===== src/rtl/dm_access_ctrl.sv =====
// rtl/dm_access_ctrl.sv - data-memory access sequencer between the MEM stage and byte-enabled data memory
module dm_access_ctrl #(
    parameter int WAIT_STATES = 0,
    parameter int DM_BYTES    = 4096
) (
    input  logic        Clk,
    input  logic        Rst_n,
    input  logic        Req,
    input  logic [2:0]  Op,
    input  logic [31:0] Addr,
    input  logic [31:0] StoreData,
    output logic        Stall,
    output logic        Done,
    output logic [31:0] LoadData,
    output logic        AdEL,
    output logic        AdES,
    output logic [11:0] DmA,
    output logic [31:0] DmWD,
    output logic        DmWe,
    output logic [3:0]  DmBE,
    input  logic [31:0] DmRD
);
    localparam logic [1:0] S_IDLE   = 2'd0;
    localparam logic [1:0] S_ACCESS = 2'd1;
    localparam logic [1:0] S_ERR    = 2'd2;
    localparam logic [1:0] S_DONE   = 2'd3;
    localparam int CW = (WAIT_STATES > 0) ? $clog2(WAIT_STATES + 1) : 1;

    logic [1:0]    state;
    logic [CW-1:0] cnt;
    logic [2:0]    op_q;
    logic [11:0]   addr_q;
    logic [31:0]   sd_q;
    logic          err_q;

    logic          accept;
    logic          req_mis;
    logic          req_rng;
    logic          q_store;
    logic          last_cycle;
    logic [2:0]    req_size;
    logic [32:0]   req_limit;
    logic [31:0]   load_ext;
    logic [3:0]    be_q;

    always_comb begin
        case (Op)
            3'd0, 3'd1, 3'd5: req_size = 3'd1;
            3'd2, 3'd3, 3'd6: req_size = 3'd2;
            default:          req_size = 3'd4;
        endcase
    end

    assign req_mis    = (req_size == 3'd2 && Addr[0]) || (req_size == 3'd4 && Addr[1:0] != 2'b00);
    // 33-bit compare so addresses near 2^32 cannot wrap past the limit
    assign req_limit  = 33'(DM_BYTES) - {30'd0, req_size};
    assign req_rng    = {1'b0, Addr} > req_limit;
    assign accept     = Req && (state == S_IDLE || state == S_DONE);
    assign q_store    = op_q[2] & (op_q[1] | op_q[0]);
    assign last_cycle = (state == S_ACCESS) && (cnt == '0);

    always_comb begin
        case (op_q)
            3'd0:    load_ext = {{24{DmRD[7]}}, DmRD[7:0]};
            3'd1:    load_ext = {24'd0, DmRD[7:0]};
            3'd2:    load_ext = {{16{DmRD[15]}}, DmRD[15:0]};
            3'd3:    load_ext = {16'd0, DmRD[15:0]};
            default: load_ext = DmRD;
        endcase
    end

    always_comb begin
        case (op_q)
            3'd0, 3'd1, 3'd5: be_q = 4'b1000;
            3'd2, 3'd3, 3'd6: be_q = 4'b1100;
            default:          be_q = 4'b1111;
        endcase
    end

    always_ff @(posedge Clk or negedge Rst_n) begin
        if (!Rst_n) begin
            state    <= S_IDLE;
            cnt      <= '0;
            op_q     <= 3'd0;
            addr_q   <= 12'd0;
            sd_q     <= 32'd0;
            err_q    <= 1'b0;
            LoadData <= 32'd0;
        end else begin
            case (state)
                S_IDLE, S_DONE: begin
                    if (accept) begin
                        op_q   <= Op;
                        addr_q <= Addr[11:0];
                        sd_q   <= StoreData;
                        err_q  <= req_mis || req_rng;
                        cnt    <= CW'(WAIT_STATES);
                        state  <= (req_mis || req_rng) ? S_ERR : S_ACCESS;
                    end else begin
                        state  <= S_IDLE;
                    end
                end
                S_ACCESS: begin
                    if (cnt != '0) begin
                        cnt <= cnt - 1'b1;
                    end else begin
                        state <= S_DONE;
                        if (!q_store) LoadData <= load_ext;
                    end
                end
                default: state <= S_DONE;
            endcase
        end
    end

    // write enable is purely combinational so an async reset kills it at once
    assign Stall = accept || state == S_ACCESS || state == S_ERR;
    assign Done  = (state == S_DONE);
    assign AdEL  = Done && err_q && !q_store;
    assign AdES  = Done && err_q && q_store;
    assign DmA   = addr_q;
    assign DmWD  = sd_q;
    assign DmWe  = last_cycle && q_store;
    assign DmBE  = (state == S_ACCESS) ? be_q : 4'b0000;
endmodule


===== config.mk =====
export PLATFORM = sky130hd
export DESIGN_NAME = dm_access_ctrl
export DESIGN_NICKNAME = d
export VERILOG_FILES = /design/src/rtl/dm_access_ctrl.sv
export SDC_FILE = /design/constraint.sdc
export NUM_CORES = 1
export LEC_CHECK = 0
export ABC_AREA = 1
export ABC_CLOCK_PERIOD_IN_PS = 2400
export CORE_ASPECT_RATIO = 2
export CORE_MARGIN = 4
export CORE_UTILIZATION = 35
export CTS_BUF_LIST = sky130_fd_sc_hd__clkbuf_4
export DETAILED_ROUTE_END_ITERATION = 6
export PLACE_DENSITY = 0.81
export SLEW_MARGIN = 40
export SYNTH_ARGS = -nofsm -noshare
export SYNTH_HDL_FRONTEND = slang
export SYNTH_SLANG_ARGS = --single-unit

===== constraint.sdc =====
create_clock -name Clk -period 2.4 [get_ports Clk]
set_input_delay 0.6 -clock Clk [delete_from_list [all_inputs] [get_ports Clk]]
set_output_delay 0.6 -clock Clk [all_outputs]
set_load 0.02 [all_outputs]

==> impl_metrics.csv, run 1 <==
group,metric,value,unit
outcome,status,"finished, final reports clean",
yosys,synth_top_area_cell,"dfrtp_1",
sta,final_hold_viol_count,0,
critical_path,crit_start,"Op[1]",
yosys,post_synth.cell_area_avg,8.28,um^2
grt,grt_pass1_vias,3852,
grt,overflow,0,
grt,grt_usage,0.180,
sta,drv_slew,0,
sta,tightest_slew,0.605,ns
power_and_ir_drop,p_leak,2.88,nW
drt,viasPerCell,4.68,
cts,clock_latency,0.44,ns
yosys,yosysWarningCount,0,
grt,grt_first_pass_wirelength,17900,um
place,numPortBuffers,186,
cells_and_area,post_route_cells_drive_above_1_share,0.0843,
drt,drt-initial-drc-count,127,
cts,cts_root_buf,"clkbuf_4",
drt,drc_errors,0,
floorplan,dieArea,0.0129,mm^2
sta,fin_ws,0.0989,ns
critical_path,endpoint,"err_q$_DFFE_PN0P_",
cts,htree_levels,3,
yosys,syn_inst,467,
cts,postCtsHoldBufs,0,
cts,cts_tree,"done",
sta,setup_violations,0,
grt,antenna_found_initial,1,
sta,relSlewSlack,0.596,
critical_path,cp.arrival,2.67,ns
yosys,post-synth-top-area-fraction,0.531,
sta,max_freq,435,MHz
flow_run,cap_viol_max_count,0,
floorplan,start_util,0.355,
grt,grt_max_degree,58,
floorplan,rows,54,
cells_and_area,area_growth,57.0,%
cts,clkSlewWorstSetupHoldPaths,0.14,ns
drt,wl_per_cell,14.3,um
cts,clock-sinks,82,
place,dp.cells,787,
cells_and_area,layoutNonFillerInstCount,805,
yosys,ys_seq_area_frac,0.531,
sta,fin_crit,2.30,ns
drt,ant_nets,0,
sta,period_share,0.959,
critical_path,regToRegStartpoint,"state[0]$_DFF_PN0_",
cells_and_area,final_core_util,0.558,
critical_path,worstRegToRegCells,8,
cells_and_area,finalNetCount,774,
cts,clockBufferDepth,2,
floorplan,core,0.0109,mm^2
floorplan,fp.dieH,157,um
critical_path,crit_path_max_fanout,3,
yosys,synth_area_leaders,"dfrtp_1, nand2_1, ha_1",
yosys,synth_seq_cells,82,
floorplan,io_pins,187,
critical_path,cp_data_required_time,2.77,ns
cts,cts_buffers,9,
power_and_ir_drop,ir_drop,0.709,mV
sta,hold_slack,0.155,ns
place,pre_cts_slack,-0.460,ns
sta,fin_setup_tns,0,ns
critical_path,crit_type,"in -> reg",
drt,first_pass_iters,4,
critical_path,end_kind,"register",
place,hpwl,9130,um
sta,final.setup_skew,0.0329,ns
floorplan,die_w,82.3,um
power_and_ir_drop,power.density,1270,mW/mm^2
place,gp_congestion,0.889,
drt,dr_total_vias,3766,
critical_path,reg2reg_slack,0.46,ns
critical_path,reg2reg_to,"DmWD[27]$_DFFE_PN0P_",
critical_path,startpoint_type,"primary input",
yosys,syn_area,0.00387,mm^2
yosys,yosysUniqueCellTypes,32,
hold_path,hold_class,"in -> async",
drt,routed_wl,11500,um
[per-stage QoR]
stage               area [um^2]  total power, mW
floorplan                  3880             4.93
detailed placement         5910             6.99
finish                     6070             7.70
global route               6070             8.28
global placement           5910             6.83
CTS                        6060             7.83
[per-layer routing]
metal,GRT usage,vias to the layer above,routed length [um]
li1,-,1839,-
met1,0.180,1774,3900
met2,0.332,128,6570
met3,0.0455,25,704
met4,0.0864,0,360
met5,0,-,0
[cell usage after synthesis]
library cell	n
nand2_1	223
dfrtp_1	82
nor2_1	31
inv_1	20
o22a_1	16
ha_1	13
clkbuf_1	12
o21ai_0	9
a31oi_1	8
inv_2	6
o21ai_1	6
nand3_1	5
buf_4	4
buf_6	4
nor3_1	4
buf_2	3
a21oi_1	2
clkinv_1	2
conb_1	2
nand3b_1	2
nand4_1	2
a21oi_4	1
nand2_2	1
nand3_4	1
nor2_2	1
nor2_4	1
nor3_2	1
nor4_1	1
o21a_1	1
o21ai_2	1
or2_0	1
or2_1	1
[state kept, by name, indices dropped and copies added (netlist names)]
register,flops
DmA,12
op_q,3
state,2
err_q,1
LoadData,32
DmWD,32
[how the worst min path moves through the flow]
stage	startpoint	endpoint	slack, ns
finish	Rst_n	LoadData[19]$_DFFE_PN0P_	0.15
global route	Rst_n	LoadData[19]$_DFFE_PN0P_	0.15
CTS	Rst_n	LoadData[19]$_DFFE_PN0P_	0.13
detailed placement	DmWD[3]$_DFFE_PN0P_	DmWD[3]$_DFFE_PN0P_	0.46
global placement	LoadData[5]$_DFFE_PN0P_	LoadData[5]$_DFFE_PN0P_	0.46
floorplan	Rst_n	DmA[0]$_DFFE_PN0P_	0.30
[cell usage in the layout, fill, tap and decap left out, drive strengths merged]
cell	n
clkinv	5
conb	5
nand4	2
o22a	16
diode	1
bufinv	1
ha	13
a31oi	8
clkdlybuf4s50	175
nand3	6
nor2	33
dfrtp	82
a21oi	3
o21a	1
or2	2
nor3	5
clkbuf	12
inv	28
clkinvlp	1
nor4	1
clkdlybuf4s15	1
dlymetal6s2s	2
dlygate4sd2	2
buf	18
nand3b	2
nand2	224
o21ai	16
[what timing repair did]
item,4_1_cts,5_1_grt
setup endpoints to repair,8,9
gates resized for setup,16,15
pin swaps,0,1
cloned,0,0
setup buffers,0,1
[critical path, stage by stage]
cell,delay [ns]
clkdlybuf4s50_1,0.48
inv_2,0.05
a21oi_2,0.12
inv_1,0.09
ha_4,0.22
ha_1,0.27
nand2_1,0.06
or2_1,0.21
nor2_1,0.09
nand2_1,0.06
nand2_1,0.06
nor2_1,0.04
nand3_1,0.06
nand2_1,0.07
nand2_1,0.06
nand2_1,0.06
nand2_1,0.07
[cell families (layout without fill, tap and decap cells)]
family | Yosys count | count (layout) | share of synthesized area
compound gates | 44 | 44 | 0.0796
fa+ha+maj | 13 | 13 | 0.0421
buf+inv | 51 | 245 | 0.0621
flops | 82 | 82 | 0.531
other cells | 2 | 6 | 0.00194
simple gates | 275 | 275 | 0.283
[final cells by class]
class,count,area (um^2)
fill,1003,4810
multi-input combinational,337,1610
antenna,1,2.50
inverter,28,106
sequential,82,2050
tap,140,175
timing repair buffer,201,1970
clock buffer,9,67.6
clock inverter,7,76.3
[report_power, final]
part	switching, mW	internal (mW)	leakage [nW]
Sequential	0.409	2.07	0.986
Clock	0.507	0.326	0.0782
Combinational	2.42	1.96	1.81
Note: power is estimated with default switching activity, not from simulation.
==> run 2, diff against run 1 <==
Settings changed: ABC_CLOCK_PERIOD_IN_PS 2400 to 1900, CTS_BUF_LIST sky130_fd_sc_hd__clkbuf_4 to sky130_fd_sc_hd__clkbuf_16, PLACE_DENSITY 0.81 to 0.83.
Clock period 2.4 ns to 1.9 ns, I/O delays scaled along.
==> impl_metrics.csv, run 2 (synthesis results as in run 1) <==
group,metric,value,unit
critical_path,startpoint_type,"primary input",
cts,clock_latency,0.33,ns
grt,grt_max_degree,58,
floorplan,dieArea,0.0129,mm^2
place,gp_congestion,0.820,
sta,setup_violations,0,
grt,globalRouteMet2Util,0.342,
floorplan,core,0.0109,mm^2
sta,hold_slack,0.0919,ns
cts,cts_buffers,9,
drt,drc_errors,0,
critical_path,crit_type,"in -> reg",
cells_and_area,num_antenna_cells,0,
flow_run,cap_viol_max_count,0,
critical_path,slowest_stage,"ha_4",
place,pre_cts_slack,-0.764,ns
sta,fin_ws,0.0171,ns
grt,grt_pass1_vias,4063,
place,placed_area,0.00620,mm^2
sta,final.setup_skew,0.0125,ns
place,numPortBuffers,186,
critical_path,cp.buffers_inverters,2,
power_and_ir_drop,p_seq_frac,0.285,
grt,grt_busiest_layer,"met2",
cells_and_area,finalNetCount,809,
outcome,status,"finished, final reports clean",
power_and_ir_drop,clkPwrFrac,0.166,
grt,grt_first_pass_wirelength,18500,um
critical_path,crit_path_max_fanout,3,
grt,grtUsageMet1,0.181,
drt,first_pass_iters,4,
power_and_ir_drop,p_leak,3.13,nW
floorplan,rows,54,
critical_path,critPathTopFamily,"simple AND/OR/NAND/NOR gates",
power_and_ir_drop,power.density,1660,mW/mm^2
cts,clockBufferDepth,2,
sta,grt_setup_unrepaired,"yes",
cts,clock-sinks,82,
drt,ant_nets,0,
cts,cts_root_buf,"clkbuf_16",
sta,fin_crit,1.88,ns
drt,wl_per_cell,14.3,um
drt,routed_wl,12000,um
floorplan,start_util,0.355,
cells_and_area,post_route_cells_drive_above_1_share,0.162,
cts,postCtsHoldBufs,0,
power_and_ir_drop,ir_drop,0.825,mV
power_and_ir_drop,p_int,6.58,mW
drt,drt-initial-drc-count,147,
drt,viasPerCell,4.67,
cells_and_area,final_common_cell,"nand2_1",
cts,htree_levels,3,
grt,antenna_found_initial,0,
floorplan,fp.dieH,157,um
place,hpwl,9560,um
cts,cts_tree,"done",
power_and_ir_drop,comb_power_share,0.549,
critical_path,cp_common_cell,"nand2_1",
critical_path,max_stage_delay,0.26,ns
hold_path,hold_class,"in -> async",
drt,dr_total_vias,3912,
grt,overflow,0,
cells_and_area,final_area,0.00664,mm^2
grt,grt_usage,0.186,
power_and_ir_drop,switchingPower,4.41,mW
sta,final_hold_viol_count,0,
grt,use_met3,0.0438,
critical_path,end_kind,"register",
sta,drv_slew,0,
power_and_ir_drop,switching_share,0.401,
sta,max_freq,531,MHz
critical_path,cp_data_required_time,2.16,ns
floorplan,die_w,82.3,um
floorplan,io_pins,187,
sta,period_share,0.991,
cts,clkSlewWorstSetupHoldPaths,0.06,ns
cells_and_area,area_growth,71.7,%
critical_path,worstPathCellList,"buf_8, a21oi_4, inv_2, ha_4, ha_4, nand2_2, or2_1, nor2_1, nand2_1, nand2_1, nor2_1, nand3_1, nand2_1, nand2_1, nand2_2, nand2_1",
cells_and_area,mostFrequentLayoutCells,"nand2_1, clkdlybuf4s50_1, dfrtp_1",
critical_path,cp.arrival,2.14,ns
## run 2: per-layer routing
metal | part of all wire | wire, um
met5 | 0 | 0
met4 | 0.046 | 558
met3 | 0.065 | 780
met2 | 0.55 | 6590
met1 | 0.34 | 4070
## run 2: power by group through the flow
stage	sequential [mW]	combinational (mW)	clock, mW
detailed placement	3.15	5.96	0
global placement	3.11	5.79	0
finish	3.13	6.03	1.83
CTS	3.13	6.03	1.88
floorplan	4.08	2.17	0
global route	3.22	6.54	1.95
## run 2: final cells by class
type	count	area (um^2)
Timing Repair Buffer	236	2270
Tap cell	140	175
Sequential cell	82	2050
Fill cell	931	4240
Multi-Input combinational cell	337	1710
Clock buffer	9	225
Inverter	28	118
Clock inverter	6	87.6
## run 2: timing repair
action	4_1_cts	5_1_grt
setup endpoints to repair	52	12
cloned	0	0
pin swaps	2	17
gates resized for setup	59	25
setup buffers	2	6
endpoints found under the hold margin	0	0
## run 2: final timing paths
check | start | end | slack (ns) | cells past startpoint
setup / recovery | Op[2] | state[1]$_DFF_PN0_ | 0.02 | 16
hold / removal | Rst_n | LoadData[24]$_DFFE_PN0P_ | 0.09 | 1
setup reg to reg | state[1]$_DFF_PN0_ | DmWD[24]$_DFFE_PN0P_ | 0.12 | 8
hold reg to reg | DmA[1]$_DFFE_PN0P_ | DmA[1]$_DFFE_PN0P_ | 0.48 | 2
max in group asynchronous | Rst_n | LoadData[15]$_DFFE_PN0P_ | 1.28 | 2
min in group Clk | DmA[1]$_DFFE_PN0P_ | DmA[1]$_DFFE_PN0P_ | 0.48 | 2
## run 2: metrics by stage
step                power (mW)   util  std cells  setup TNS, ns
global route              11.7  0.610        838         -0.220
CTS                       11.0  0.600        832              0
floorplan                 6.25      -        470         -0.158
detailed placement        9.11  0.570        815         -13.16
finish                    11.0  0.610        838              0
global placement          8.89  0.570        815         -12.70
## run 2: worst register-to-register path: cells and delay by family (launching register included)
kind                       cells  cell delay, ns
adders and majority gates      1            0.21
buffers and inverters          4            0.89
DFF                            1            0.38
and+or+nand+nor                3            0.20
